$ cat src/rtl/alu_arbiter.sv
// Two-requester round-robin front end for a shared combinational ALU.
// A single operation is in flight: IDLE grants, EXEC drives the ALU, RESP holds the result.
module alu_arbiter #(
  parameter int WIDTH = 8
) (
  input  logic             clk,
  input  logic             reset,
  input  logic             req0_valid,
  output logic             req0_ready,
  input  logic [WIDTH-1:0] req0_a,
  input  logic [WIDTH-1:0] req0_b,
  input  logic [1:0]       req0_opcode,
  input  logic             req1_valid,
  output logic             req1_ready,
  input  logic [WIDTH-1:0] req1_a,
  input  logic [WIDTH-1:0] req1_b,
  input  logic [1:0]       req1_opcode,
  output logic [WIDTH-1:0] alu_a,
  output logic [WIDTH-1:0] alu_b,
  output logic [1:0]       alu_opcode,
  input  logic [WIDTH-1:0] alu_result,
  output logic             rsp_valid,
  input  logic             rsp_ready,
  output logic             rsp_id,
  output logic [WIDTH-1:0] rsp_result,
  output logic [7:0]       op_count
);

  typedef enum logic [1:0] {IDLE, EXEC, RESP} state_t;

  typedef struct packed {
    logic [WIDTH-1:0] a;
    logic [WIDTH-1:0] b;
    logic [1:0]       op;
    logic             id;
  } op_t;

  state_t           state_q;
  op_t              cap_q;
  op_t              sel_d;
  logic             last_grant_q;
  logic             gnt_vld;
  logic             gnt_id;
  logic             rsp_id_q;
  logic [WIDTH-1:0] rsp_result_q;
  logic [7:0]       op_count_q;

  // Ready is also masked by reset so nothing looks accepted while reset is held.
  always_comb begin
    gnt_vld = 1'b0;
    gnt_id  = 1'b0;
    if (state_q == IDLE && reset) begin
      if (req0_valid && req1_valid) begin
        gnt_vld = 1'b1;
        gnt_id  = ~last_grant_q;
      end else if (req0_valid) begin
        gnt_vld = 1'b1;
      end else if (req1_valid) begin
        gnt_vld = 1'b1;
        gnt_id  = 1'b1;
      end
    end
  end

  always_comb begin
    sel_d = gnt_id ? op_t'{req1_a, req1_b, req1_opcode, 1'b1}
                   : op_t'{req0_a, req0_b, req0_opcode, 1'b0};
  end

  assign req0_ready = gnt_vld & ~gnt_id;
  assign req1_ready = gnt_vld &  gnt_id;

  always_ff @(posedge clk or negedge reset) begin
    if (!reset) begin
      state_q      <= IDLE;
      cap_q        <= '0;
      last_grant_q <= 1'b1;
      rsp_id_q     <= 1'b0;
      rsp_result_q <= '0;
      op_count_q   <= 8'd0;
    end else begin
      unique case (state_q)
        IDLE: if (gnt_vld) begin
          cap_q        <= sel_d;
          last_grant_q <= gnt_id;
          state_q      <= EXEC;
        end
        EXEC: begin
          rsp_result_q <= alu_result;
          rsp_id_q     <= cap_q.id;
          state_q      <= RESP;
        end
        RESP: if (rsp_ready) begin
          op_count_q <= op_count_q + 8'd1;
          state_q    <= IDLE;
        end
        default: state_q <= IDLE;
      endcase
    end
  end

  assign alu_a      = (state_q == EXEC) ? cap_q.a  : '0;
  assign alu_b      = (state_q == EXEC) ? cap_q.b  : '0;
  assign alu_opcode = (state_q == EXEC) ? cap_q.op : 2'b00;
  assign rsp_valid  = (state_q == RESP);
  assign rsp_id     = rsp_id_q;
  assign rsp_result = rsp_result_q;
  assign op_count   = op_count_q;

endmodule

$ cat config.mk
export PLATFORM = sky130hd
export DESIGN_NAME = alu_arbiter
export DESIGN_NICKNAME = d
export VERILOG_FILES = /design/src/rtl/alu_arbiter.sv
export SDC_FILE = /design/constraint.sdc
export NUM_CORES = 1
export LEC_CHECK = 0
export ABC_AREA = 1
export CAP_MARGIN = 30
export CORE_AREA = 2 2 74 76
export DETAILED_ROUTE_END_ITERATION = 10
export DIE_AREA = 0 0 76 78
export PLACE_DENSITY = 0.76
export SLEW_MARGIN = 40
export SYNTH_ARGS = -nofsm -noshare
export SYNTH_HDL_FRONTEND = slang
export SYNTH_SLANG_ARGS = --single-unit
$ cat constraint.sdc
create_clock -name clk -period 1.7 [get_ports clk]
set_input_delay 0.425 -clock clk [delete_from_list [all_inputs] [get_ports clk]]
set_output_delay 0.425 -clock clk [all_outputs]
set_load 0.01 [all_outputs]
==> results of run 1 <==
-- final cells by class --
cell class	instances	area share (%)
clock buffers	5	2.11
clock inverters	3	0.461
repair buffers	117	32.3
multi-input cells	158	28.2
inverters	37	4.26
well taps	70	2.69
flip-flops and latches	39	30.0
-- registers in the layout, summed over array words and instances (netlist names) --
signal,cells
op_count,8
cap_q,19
rsp_id,1
last_grant_q,1
state_q,2
rsp_result,8
-- kinds of logic after synthesis --
logic type | synth area share [%]
muxes | 5.96
DFF | 48.5
adders and majority gates | 0.621
xor gates and xnor gates | 1.74
AOI/OAI and AO/OA | 0.745
buffers and inverters | 10.6
and+or+nand+nor | 31.9
-- worst paths after layout --
path                                       to  slack, ps         start
worst max-delay path                 alu_b[6]          3    state_q[1]
worst min-delay path               state_q[1]        260         reset
worst max register to register  rsp_result[6]        100    state_q[1]
worst min register to register   last_grant_q        480  last_grant_q
max in group asynchronous          state_q[0]       1080         reset
min in group clk                 last_grant_q        480  last_grant_q
-- layer usage --
| metal | wire length (um) | vias to the layer above | part of all wire [%] | track usage [%] |
|---|---|---|---|---|
| met5 | 0 | - | 0 | 0 |
| met4 | 40 | 0 | 0.73 | 5.82 |
| met3 | 291 | 5 | 5.3 | 3.95 |
| met2 | 2750 | 71 | 50 | 31.5 |
| met1 | 2410 | 934 | 44 | 23.7 |
| li1 | - | 979 | - | - |
-- power by group through the flow --
stage | combinational (mW) | sequential [mW] | clock [mW]
floorplan | 0.849 | 1.61 | 0
global placement | 1.73 | 1.55 | 0
detailed placement | 1.76 | 1.58 | 0
CTS | 1.77 | 1.56 | 0.621
global route | 2.15 | 1.62 | 0.652
finish | 1.97 | 1.56 | 0.600
-- critical path, stage by stage, from the launching register on --
cell and delay, ps:
dfrtp_1 420, inv_2 100, nand2_4 70, buf_8 160
nor2_1 100, buf_2 140
-- cells in the mapped netlist --
master / n / area, um2
nand2_2: 3 / 18.8
nor2_4: 3 / 33.8
buf_2: 5 / 25.0
mux2_4: 8 / 120
nand3b_1: 1 / 7.51
inv_2: 1 / 3.75
nand4_1: 15 / 93.8
nand3_2: 1 / 10.0
buf_4: 2 / 15.0
nand2_1: 70 / 263
nand3_1: 18 / 90.1
o21ai_0: 2 / 10.0
ha_1: 1 / 12.5
nor2_2: 1 / 6.26
dfrtp_1: 38 / 951
nand2_4: 1 / 11.3
o21ai_1: 1 / 5.00
nor2_1: 29 / 109
inv_1: 36 / 135
buf_6: 3 / 33.8
xor2_1: 4 / 35.0
dfstp_2: 1 / 26.3
-- timing repair --
action | CTS | global route
pin swaps | 5 | 6
setup buffers | 4 | 8
gates resized for setup | 88 | 37
cloned | 1 | 0
setup endpoints to repair | 22 | 26
-- stage by stage --
| step | hold slack (ps) | util, % | area (um2) | cells |
|---|---|---|---|---|
| 2_1_floorplan | 129 | - | 2020 | 244 |
| 3_3_place_gp | 460 | 60.1 | 3030 | 408 |
| 3_5_place_dp | 470 | 60.1 | 3030 | 408 |
| 4_1_cts | 269 | 61.0 | 3080 | 421 |
| 5_1_grt | 299 | 64.6 | 3260 | 429 |
| 6_report | 257 | 64.6 | 3260 | 429 |
==> flow_summary_export.csv, run 1 <==
group,metric,value,unit
clocking,clkLatencyLatePin,290,ps
clocking,tritoncts,"built",
sta,slew_viol_final,0,
setup_path,cp-end-kind,"primary output",
final_layout,final_common_cell,"nand2_1",
clocking,clk_path_buf_depth,2,
synthesis,syn-cell-area,2020,um2
grt,grt_pass1_wl,8880,um
worst_hold_path,hp-class,"in2async",
grt,grt_start_max_net_pins,41,
synthesis,yosysSeqAreaShare,48.5,%
floorplanning,pin_count,87,
routing,via_per_inst,4.64,
synthesis,synthCells,244,
floorplanning,die_area,5930,um2
power,internal-power,2.66,mW
routing,wl,5480,um
final_layout,multi_input_area,918,um2
setup_path,critPathLaunchType,"flip-flop",
synthesis,syn-num-nets,294,
clocking,root_buffer,"clkbuf_8",
sta,setup_violations,0,
power,total_power,4.13,mW
clocking,cts_buffers,5,
sta,hold_violations,0,
placed_design,io_buffer_count,86,
power,p_switching,1.47,mW
floorplanning,chipWidth,76,um
routing,drtIter0Drc,51,
placed_design,hpwl,3740,um
placed_design,place_congestion,0.800,
final_layout,regArea,978,um2
final_layout,antennaDiodeCount,0,
floorplanning,start_util,40.0,%
power,total_leakage_power,1.68,nW
setup_path,timing_worst_setup_path_type,"reg2out",
grt,grt_usage,18.5,%
floorplanning,fp-row-count,26,
clocking,path_clk_slew,80,ps
placed_design,pre_cts_slack,-554,ps
power,p_sw_share,35.7,%
final_layout,n_fill_cell,467,
synthesis,yosysWarningCount,0,
setup_path,cp_data_arrival_time,1270,ps
power,clkPwrFrac,14.5,%
setup_path,path_max_fanout,7,
floorplanning,core_region_area,5040,um2
synthesis,ys_seq_elements,39,
synthesis,synth.avg_cell_area,8.26,um2
sta,timing.final.crit_share,99.8,%
routing,first_pass_iters,4,
routing,vias,1989,
clocking,htree_levels,2,
power,p_seq_share,37.8,%
sta,worst_slew_pin_slew,511,ps
clocking,cts.sinks,39,
routing,detail_route.wl_per_cell,12.8,um
power,comb_power_share,47.6,%
sta,fin_crit,1700,ps
power,irDropWorstVdd,0.655,mV
grt,overflow,0,
routing,ant_nets,0,
power,powerDensity,1270,nW/um2
routing,drc_errors,0,
final_layout,area_delta_synth_final,61.6,%
final_layout,final_layout_size_suffix_gt1_share,27.3,%
floorplanning,fp.dieH,78,um
synthesis,synthDistinctLibCells,22,
sta,setup_ws,3.00,ps
final_layout,fin_nets,408,
setup_path,worst_r2r_path_depth,7,
sta,fin_tns_setup,0,ps
run_status,status,"completed",
sta,fmax,0.589,GHz
job,cap_violations,0,
setup_path,worst_ep_required_time,1270,ps
sta,finClkSkew,4.84,ps
grt,grt_pass1_vias,1976,
final_layout,mostFrequentLayoutCells,"nand2_1, clkdlybuf4s50_1, dfrtp_1",
sta,slew_headroom,65.9,%
sta,rsz0062_at_grt,"yes",
clocking,postCtsHoldBufs,0,
grt,antenna_found_initial,0,
(Power assumes the default switching activity.)
==> run 2, diff against run 1 <==
CAP_MARGIN = 10   (was 30)
HOLD_SLACK_MARGIN = 0.12   (was not set)
==> results of run 2 <==
No change in the layout: final DEF, timing and power equal those of run 1.
==> run 3, diff against run 2 <==
CORE_AREA = 2 2 85 87   (was 2 2 74 76)
DIE_AREA = 0 0 87 89   (was 0 0 76 78)
PLACE_DENSITY = not set   (was 0.76)
SKIP_CTS_REPAIR_TIMING = 1   (was not set)
==> flow_summary_export.csv, run 3 (synthesis results as in run 1) <==
group,metric,value,unit
setup_path,worst_ep_required_time,1270,ps
setup_path,critPathLaunchType,"flip-flop",
grt,grt_usage,14.6,%
run_status,violations,"negative setup slack",
clocking,cts.sinks,39,
clocking,tritoncts,"built",
routing,first_pass_iters,4,
job,cap_violations,0,
power,total_power,3.92,mW
routing,via_per_inst,4.51,
floorplanning,pin_count,87,
floorplanning,chipWidth,87,um
final_layout,antennaDiodeCount,0,
grt,antenna_found_initial,0,
sta,fin_crit,1850,ps
final_layout,mostFrequentLayoutCells,"nand2_1, clkdlybuf4s50_1, dfrtp_1",
final_layout,final_util,46.5,%
final_layout,postLayoutCellArea,3120,um2
routing,detail_route.wl_per_cell,12.7,um
routing,wl,5450,um
grt,overflow,0,
setup_path,crit-reg2reg-launch,"state_q[1]",
floorplanning,fp.dieH,89,um
floorplanning,die_area,7740,um2
setup_path,worst_r2r_path_depth,8,
setup_path,cp-end-kind,"primary output",
power,powerDensity,1260,nW/um2
clocking,clk_path_buf_depth,2,
routing,drtIter0Drc,49,
sta,setup_ws,-155,ps
grt,grt_start_max_net_pins,41,
routing,ant_nets,0,
routing,drc_errors,0,
setup_path,r2r_setup_slack,300,ps
sta,worst_slew_pin_slew,513,ps
clocking,cts_buffers,5,
run_status,status,"finished, violations left",
power,total_leakage_power,1.78,nW
final_layout,area_delta_synth_final,55.0,%
floorplanning,core_region_area,6720,um2
placed_design,post_dp_cell_area,3020,um2
sta,setup_violations,2,
final_layout,regMostFlops,"cap_q",
setup_path,cp_data_arrival_time,1430,ps
sta,finClkSkew,7.25,ps
placed_design,io_buffer_count,86,
final_layout,largest_reg_flops,19,
placed_design,place_congestion,0.753,
final_layout,final_layout_size_suffix_gt1_share,18.3,%
placed_design,pre_cts_slack,-517,ps
final_layout,fin_nets,399,
clocking,path_clk_slew,80,ps
setup_path,timing_worst_setup_path_type,"reg2out",
sta,rsz0062_at_grt,"yes",
sta,timing.final.crit_share,109,%
routing,vias,1938,
grt,grt_pass1_wl,8880,um
clocking,htree_levels,2,
sta,slew_headroom,65.8,%
placed_design,hpwl,3960,um
setup_path,crit_start,"state_q[1]",
clocking,clkLatencyLatePin,280,ps
sta,whs,237,ps
clocking,root_buffer,"clkbuf_8",
sta,fmax,0.539,GHz
power,irDropWorstVdd,0.403,mV
worst_hold_path,hp-class,"in2async",
floorplanning,start_util,30.0,%
sta,slew_viol_final,0,
sta,hold_violations,0,
setup_path,path_max_fanout,2,
floorplanning,fp-row-count,30,
final_layout,final_common_cell,"nand2_1",
grt,grt_pass1_vias,1894,
final_layout,n_fill_cell,686,
[run 3: cell types whose count changed in the layout (fill, tap and decap cells not counted), moves of 4 or more]
cell / delta
dlymetal6s2s_1: +10
buf_6: -5
nor2_1: +13
buf_4: -5
clkbuf_2: +9
nor2_2: -4
nor2_4: -9
buf_2: -13
[run 3: through the flow]
step                cells  TNS (ps)
detailed placement    416     -6750
finish                430      -176
global placement      416     -5130
global route          430      -358
floorplan             244         0
CTS                   424    -10020
[run 3: routing by layer]
layer / up-vias / track usage (%) / part of all wire (%)
met3: 2 / 4.71 / 6.8
met2: 65 / 25.3 / 47
met4: 0 / 3.41 / 0.35
li1: 964 / - / -
met5: - / 0 / 0
met1: 907 / 17.8 / 45
[run 3: cell type report]
| cell class | count | area [um2] | area share (%) |
|---|---|---|---|
| Clock buffer | 7 | 76.3 | 2.44 |
| Clock inverter | 1 | 5.00 | 0.160 |
| Inverter | 37 | 139 | 4.45 |
| Multi-Input combinational cell | 158 | 833 | 26.7 |
| Sequential cell | 39 | 978 | 31.3 |
| Tap cell | 80 | 100 | 3.20 |
| Timing Repair Buffer | 108 | 992 | 31.8 |
[run 3: power breakdown]
group          total [mW]  internal [mW]  switching, mW
Clock               0.596          0.288          0.308
Combinational        1.78          0.962          0.816
Sequential           1.55           1.33          0.224
Total                3.92           2.58           1.35
[run 3: worst paths after layout]
path                                 to
setup / recovery             req0_ready
hold / removal                cap_q[18]
max in group asynchronous   op_count[6]
setup reg to reg               cap_q[1]
hold reg to reg            last_grant_q
min in group clk           last_grant_q
[run 3: critical path: stages (launching register included)]
cell and delay [ps]:
dfrtp_1 390, buf_4 140, nor2_2 130, nand2_2 110
inv_2 70, nand3_1 90, inv_1 60, dlymetal6s2s_1 150
==> variant 1, RTL diff (settings of run 3) <==
Set the parameter `WIDTH` to 6 (it was 8).
--- a/src/rtl/alu_arbiter.sv
+++ b/src/rtl/alu_arbiter.sv
@@ -2,5 +2,5 @@
 // A single operation is in flight: IDLE grants, EXEC drives the ALU, RESP holds the result.
 module alu_arbiter #(
-  parameter int WIDTH = 8
+  parameter int WIDTH = 6
 ) (
   input  logic             clk,
Ports: changed (8 resized); port bits go from 87 to 71. No check against the original RTL was run, so the function may have changed too.
==> variant 1 against run 3 <==
Final area is 14% lower; sequential cell count down 6; setup slack better by 0.19 ns; hold slack gained 0.040 ns; critical path depth fell by 2; power down 16%; maximum frequency up 12%; synthesized area down 18%; routed wire length decreased by 20%; global-route usage down 2.9 points; via count is 17% lower; critical endpoint unchanged.
==> variant 1: results (changes against run 3) <==
Detailed routing:
- The length of routed met2 wiring came to 1.87 mm (was 2.58 mm).
- The met1 wire length is 2.11 mm (was 2.47 mm).
- The detailed route wirelength on metal3 was 341 µm (was 372 µm).
- The routed length per placed instance is 11.2 µm (was 12.7 µm).
- The violation count after the first detailed-routing iteration came to 39 (was 49).
- The vias per cell came to 4.09 (was 4.51).

Placement:
- The weighted congestion reported at the end of routability-driven placement was 0.735 (was 0.753).
- The number of I/O port buffers came to 70 (was 86).
- The half-perimeter wire length after detailed placement is 3.13 mm (was 3.96 mm).
- The post-place setup slack came to -0.483 ns (was -0.517 ns).
- The cell count after placement came to 377 (was 416).
- The placed cell area was 0.00255 mm² (was 0.00302 mm²).

Global routing:
- The wire length of the first global-routing pass is 7.05 mm (was 8.88 mm).
- The via count of the first global-routing pass is 1585 (was 1894).
- The maximum number of pins on one net before global-route repair came to 34 (was 41).
- The global router's overall resource usage is 11.7% (was 14.6%).

Setup path:
- The largest fanout on the critical path is 3 (was 2).
- The classification of the worst setup path is reg2out (unchanged).
- The endpoint of the lowest-slack register-to-register path is cap_q[14] (was cap_q[1]).
- The depth of the most critical reg-to-reg path was 6 (was 8).
- The reg-to-reg startpoint is state_q[1] (unchanged).
- The setup slack of the worst register-to-register path is 0.33 ns (was 0.30 ns).

Synth:
- The post-synthesis average cell area was 7.63 µm² (was 8.26 µm²).
- Synth area leaders: sky130_fd_sc_hd__dfrtp_1 (48%), sky130_fd_sc_hd__nand2_1 (16%), sky130_fd_sc_hd__nor2_1 (7.9%) (was sky130_fd_sc_hd__dfrtp_1 (47%), sky130_fd_sc_hd__nand2_1 (13%), sky130_fd_sc_hd__inv_1 (6.7%)).
- Commonest cells post-synth: sky130_fd_sc_hd__nand2_1 (73), sky130_fd_sc_hd__nor2_1 (35), sky130_fd_sc_hd__dfrtp_1 (32) (was sky130_fd_sc_hd__nand2_1 (70), sky130_fd_sc_hd__dfrtp_1 (38), sky130_fd_sc_hd__inv_1 (36)).
- The number of different library cells in the post-synthesis netlist is 17 (was 22).
- The post-synth net total is 258 (was 294).
- The portion of the post-synthesis area used by sequential elements is 49.7% (was 48.5%).

Pwr:
- The switching part of the total power is 33.3% (was 34.3%).
- The power of the sequential group is 1.30 mW (was 1.55 mW).
- The static power due to leakage was 1.51 nW (was 1.78 nW).
- The total power density per cell area was 1230 mW/mm² (was 1260 mW/mm²).
- The power consumed by combinational cells was 1.34 mW (was 1.78 mW).

Outcome:
- Outcome: finished, final reports clean (was finished, violations left).

Final layout:
- The number of nets in the layout is 350 (was 399).
- The share of cells above drive strength 1 is 18.6% (was 18.3%).
- The final standard cell count with taps included and fillers excluded is 391 (was 430).
- The total of fill cells in the finished design came to 719 (was 686).
- The number of flip-flops in the largest register is 15 (was 19).

Timing:
- The achievable frequency was 602 MHz (was 539 MHz).
- The max-slew headroom at the worst pin is 71.1% (was 65.8%).
- The worst clock skew is 0.00309 ns (was 0.00725 ns).
[variant 1: logic make-up (layout without fill, tap and decap cells)]
family | count (synthesis) | in the layout | share of synthesized area (%)
simple gates | 134 | 134 | 33.7
buf+inv | 37 | 130 | 8.73
flops | 33 | 33 | 49.7
mux | 6 | 6 | 4.06
xor+xnor | 4 | 4 | 2.11
compound gates | 3 | 3 | 0.903
fa+ha+maj | 1 | 1 | 0.752
[variant 1: worst max-delay path, stage by stage, from the launching register on]
cell and delay [ns]:
sky130_fd_sc_hd__dfrtp_1 0.40, sky130_fd_sc_hd__nor2_2 0.17, sky130_fd_sc_hd__nand2_2 0.09, sky130_fd_sc_hd__nor2_4 0.12, sky130_fd_sc_hd__nor2_1 0.04, sky130_fd_sc_hd__buf_2 0.13
[variant 1: layer usage]
| layer | up-vias | track usage (%) |
|---|---|---|
| li1 | 831 | - |
| met1 | 710 | 14.1 |
| met2 | 53 | 19.4 |
| met3 | 5 | 4.71 |
| met4 | 0 | 3.41 |
| met5 | - | 0 |
[variant 1: worst min path at each step]
stage	end	slack, ns	depth (start not counted)
finish	op_count[0]	0.28	2
detailed placement	last_grant_q	0.46	2
CTS	cap_q[9]	0.27	2
global route	op_count[3]	0.30	2
global placement	last_grant_q	0.45	2
floorplan	cap_q[0]	0.13	0
[variant 1: layout make-up]
| type | count | area [µm²] | area share, % |
|---|---|---|---|
| Tap cell | 80 | 100 | 3.74 |
| Inverter | 32 | 120 | 4.49 |
| Multi-Input combinational cell | 148 | 696 | 26.0 |
| Sequential cell | 33 | 828 | 30.9 |
| Clock buffer | 7 | 96.3 | 3.60 |
| Clock inverter | 1 | 5.00 | 0.187 |
| Timing Repair Buffer | 90 | 831 | 31.0 |
==> variant 2, RTL diff (config.mk and constraints of run 3) <==
Without the edit above. Encoding of `state_t`: now one-hot (3 bits for 3 states).
--- a/src/rtl/alu_arbiter.sv
+++ b/src/rtl/alu_arbiter.sv
@@ -27,5 +27,5 @@
 );
 
-  typedef enum logic [1:0] {IDLE, EXEC, RESP} state_t;
+  typedef enum logic [2:0] {IDLE = 3'b001, EXEC = 3'b010, RESP = 3'b100} state_t;
 
   typedef struct packed {
Function: same outputs for any inputs over 10 cycles, from zero or initial values and one cycle with reset low; not proved beyond that.
==> variant 2 against run 3 <==
Cell count is 7.4% higher; the run still ends with setup timing left; final area up 12%; power rose by 15%; sequential cell count up 1; sequential power grew 4%; setup slack lost 0.0045 ns; routed wire length rose by 3.7%; utilization up 5.4 points; die area is the same; critical path depth is 1 lower; maximum frequency fell by 0.24%; synthesized area is 9.9% higher.
==> variant 2: results (changes against run 3) <==
Timing:
- The final worst slack came to -0.159 ns (was -0.155 ns).
- The sum of negative setup slack was -2.64 ns (was -0.176 ns).
- The setup-violating endpoint count in the final report is 20 (was 2).

Placement:
- The post-place setup slack is -0.555 ns (was -0.517 ns).
- The weighted congestion reported at the end of routability-driven placement is 0.738 (was 0.753).
- The placed cell area is 0.00322 mm² (was 0.00302 mm²).

Global routing:
- The met1 capacity usage during global routing is 21.5% (was 17.8%).
- The routing usage on met3 came to 4.80% (was 4.71%).

Clock network:
- The insertion delay of the later-clocked pin in the worst-skew pair was 0.30 ns (was 0.28 ns).

Setup path:
- The worst setup path endpoint is alu_a[2] (was req0_ready).
- The setup slack of the worst register-to-register path is 0.25 ns (was 0.30 ns).
- The worst setup path startpoint is state_q[0] (was state_q[1]).
- The slowest stage cell on the critical path is sky130_fd_sc_hd__dfstp_2 (was sky130_fd_sc_hd__dfrtp_1).
- The reg-to-reg startpoint is state_q[2] (was state_q[1]).
- The endpoint of the lowest-slack register-to-register path is cap_q[9] (was cap_q[1]).

Synth:
- The post-synthesis compound-gate area fraction is 2.48% (was 0.745%).
- The portion of the post-synthesis area used by sequential elements is 45.3% (was 48.5%).
- The post-synthesis instance area came to 0.00222 mm² (was 0.00202 mm²).
- The post-synthesis average cell area came to 8.24 µm² (was 8.26 µm²).
- Synth area leaders: sky130_fd_sc_hd__dfrtp_1 (43%), sky130_fd_sc_hd__nand2_1 (8.8%), sky130_fd_sc_hd__nand3_2 (7.2%) (was sky130_fd_sc_hd__dfrtp_1 (47%), sky130_fd_sc_hd__nand2_1 (13%), sky130_fd_sc_hd__inv_1 (6.7%)).
- The post-synth net total was 319 (was 294).

Detailed routing:
- The length of routed met2 wiring is 2.41 mm (was 2.58 mm).
- The met1 wire length is 2.74 mm (was 2.47 mm).
- The violation count after the first detailed-routing iteration was 31 (was 49).

Final layout:
- The total of fill cells in the finished design is 648 (was 686).
- The area taken by flip-flops and latches is 0.00100 mm² (was 978 µm²).
- The number of clock buffers in the layout came to 5 (was 7).
- The number of combinational gates with multiple inputs was 171 (was 158).
- The final standard cell count with taps included and fillers excluded is 462 (was 430).
- The inverter count is 45 (was 37).

Pwr:
- The power dissipated by switching net loads is 1.51 mW (was 1.35 mW).
- The static power due to leakage is 1.96 nW (was 1.78 nW).

Outcome:
- Violated checks: setup timing (unchanged).
- Outcome: finished, violations left (unchanged).
variant 2: cell types whose count changed after synthesis, moves of 2 or more:
| cell | delta |
|---|---|
| sky130_fd_sc_hd__xor2_1 | -2 |
| sky130_fd_sc_hd__nand3_2 | +15 |
| sky130_fd_sc_hd__o21ai_0 | +8 |
| sky130_fd_sc_hd__buf_2 | +2 |
| sky130_fd_sc_hd__nand2_2 | +13 |
| sky130_fd_sc_hd__nor2_4 | -2 |
| sky130_fd_sc_hd__nand3b_1 | +2 |
| sky130_fd_sc_hd__nand2_1 | -18 |
| sky130_fd_sc_hd__buf_6 | -2 |
| sky130_fd_sc_hd__mux2_4 | -8 |
| sky130_fd_sc_hd__inv_2 | +3 |
| sky130_fd_sc_hd__inv_1 | +5 |
variant 2: logic make-up after synthesis:
| kind of cell | Yosys count |
|---|---|
| simple gates | 156 |
| buf+inv | 58 |
| flops | 40 |
| compound gates | 11 |
| xor+xnor | 3 |
| fa+ha+maj | 1 |
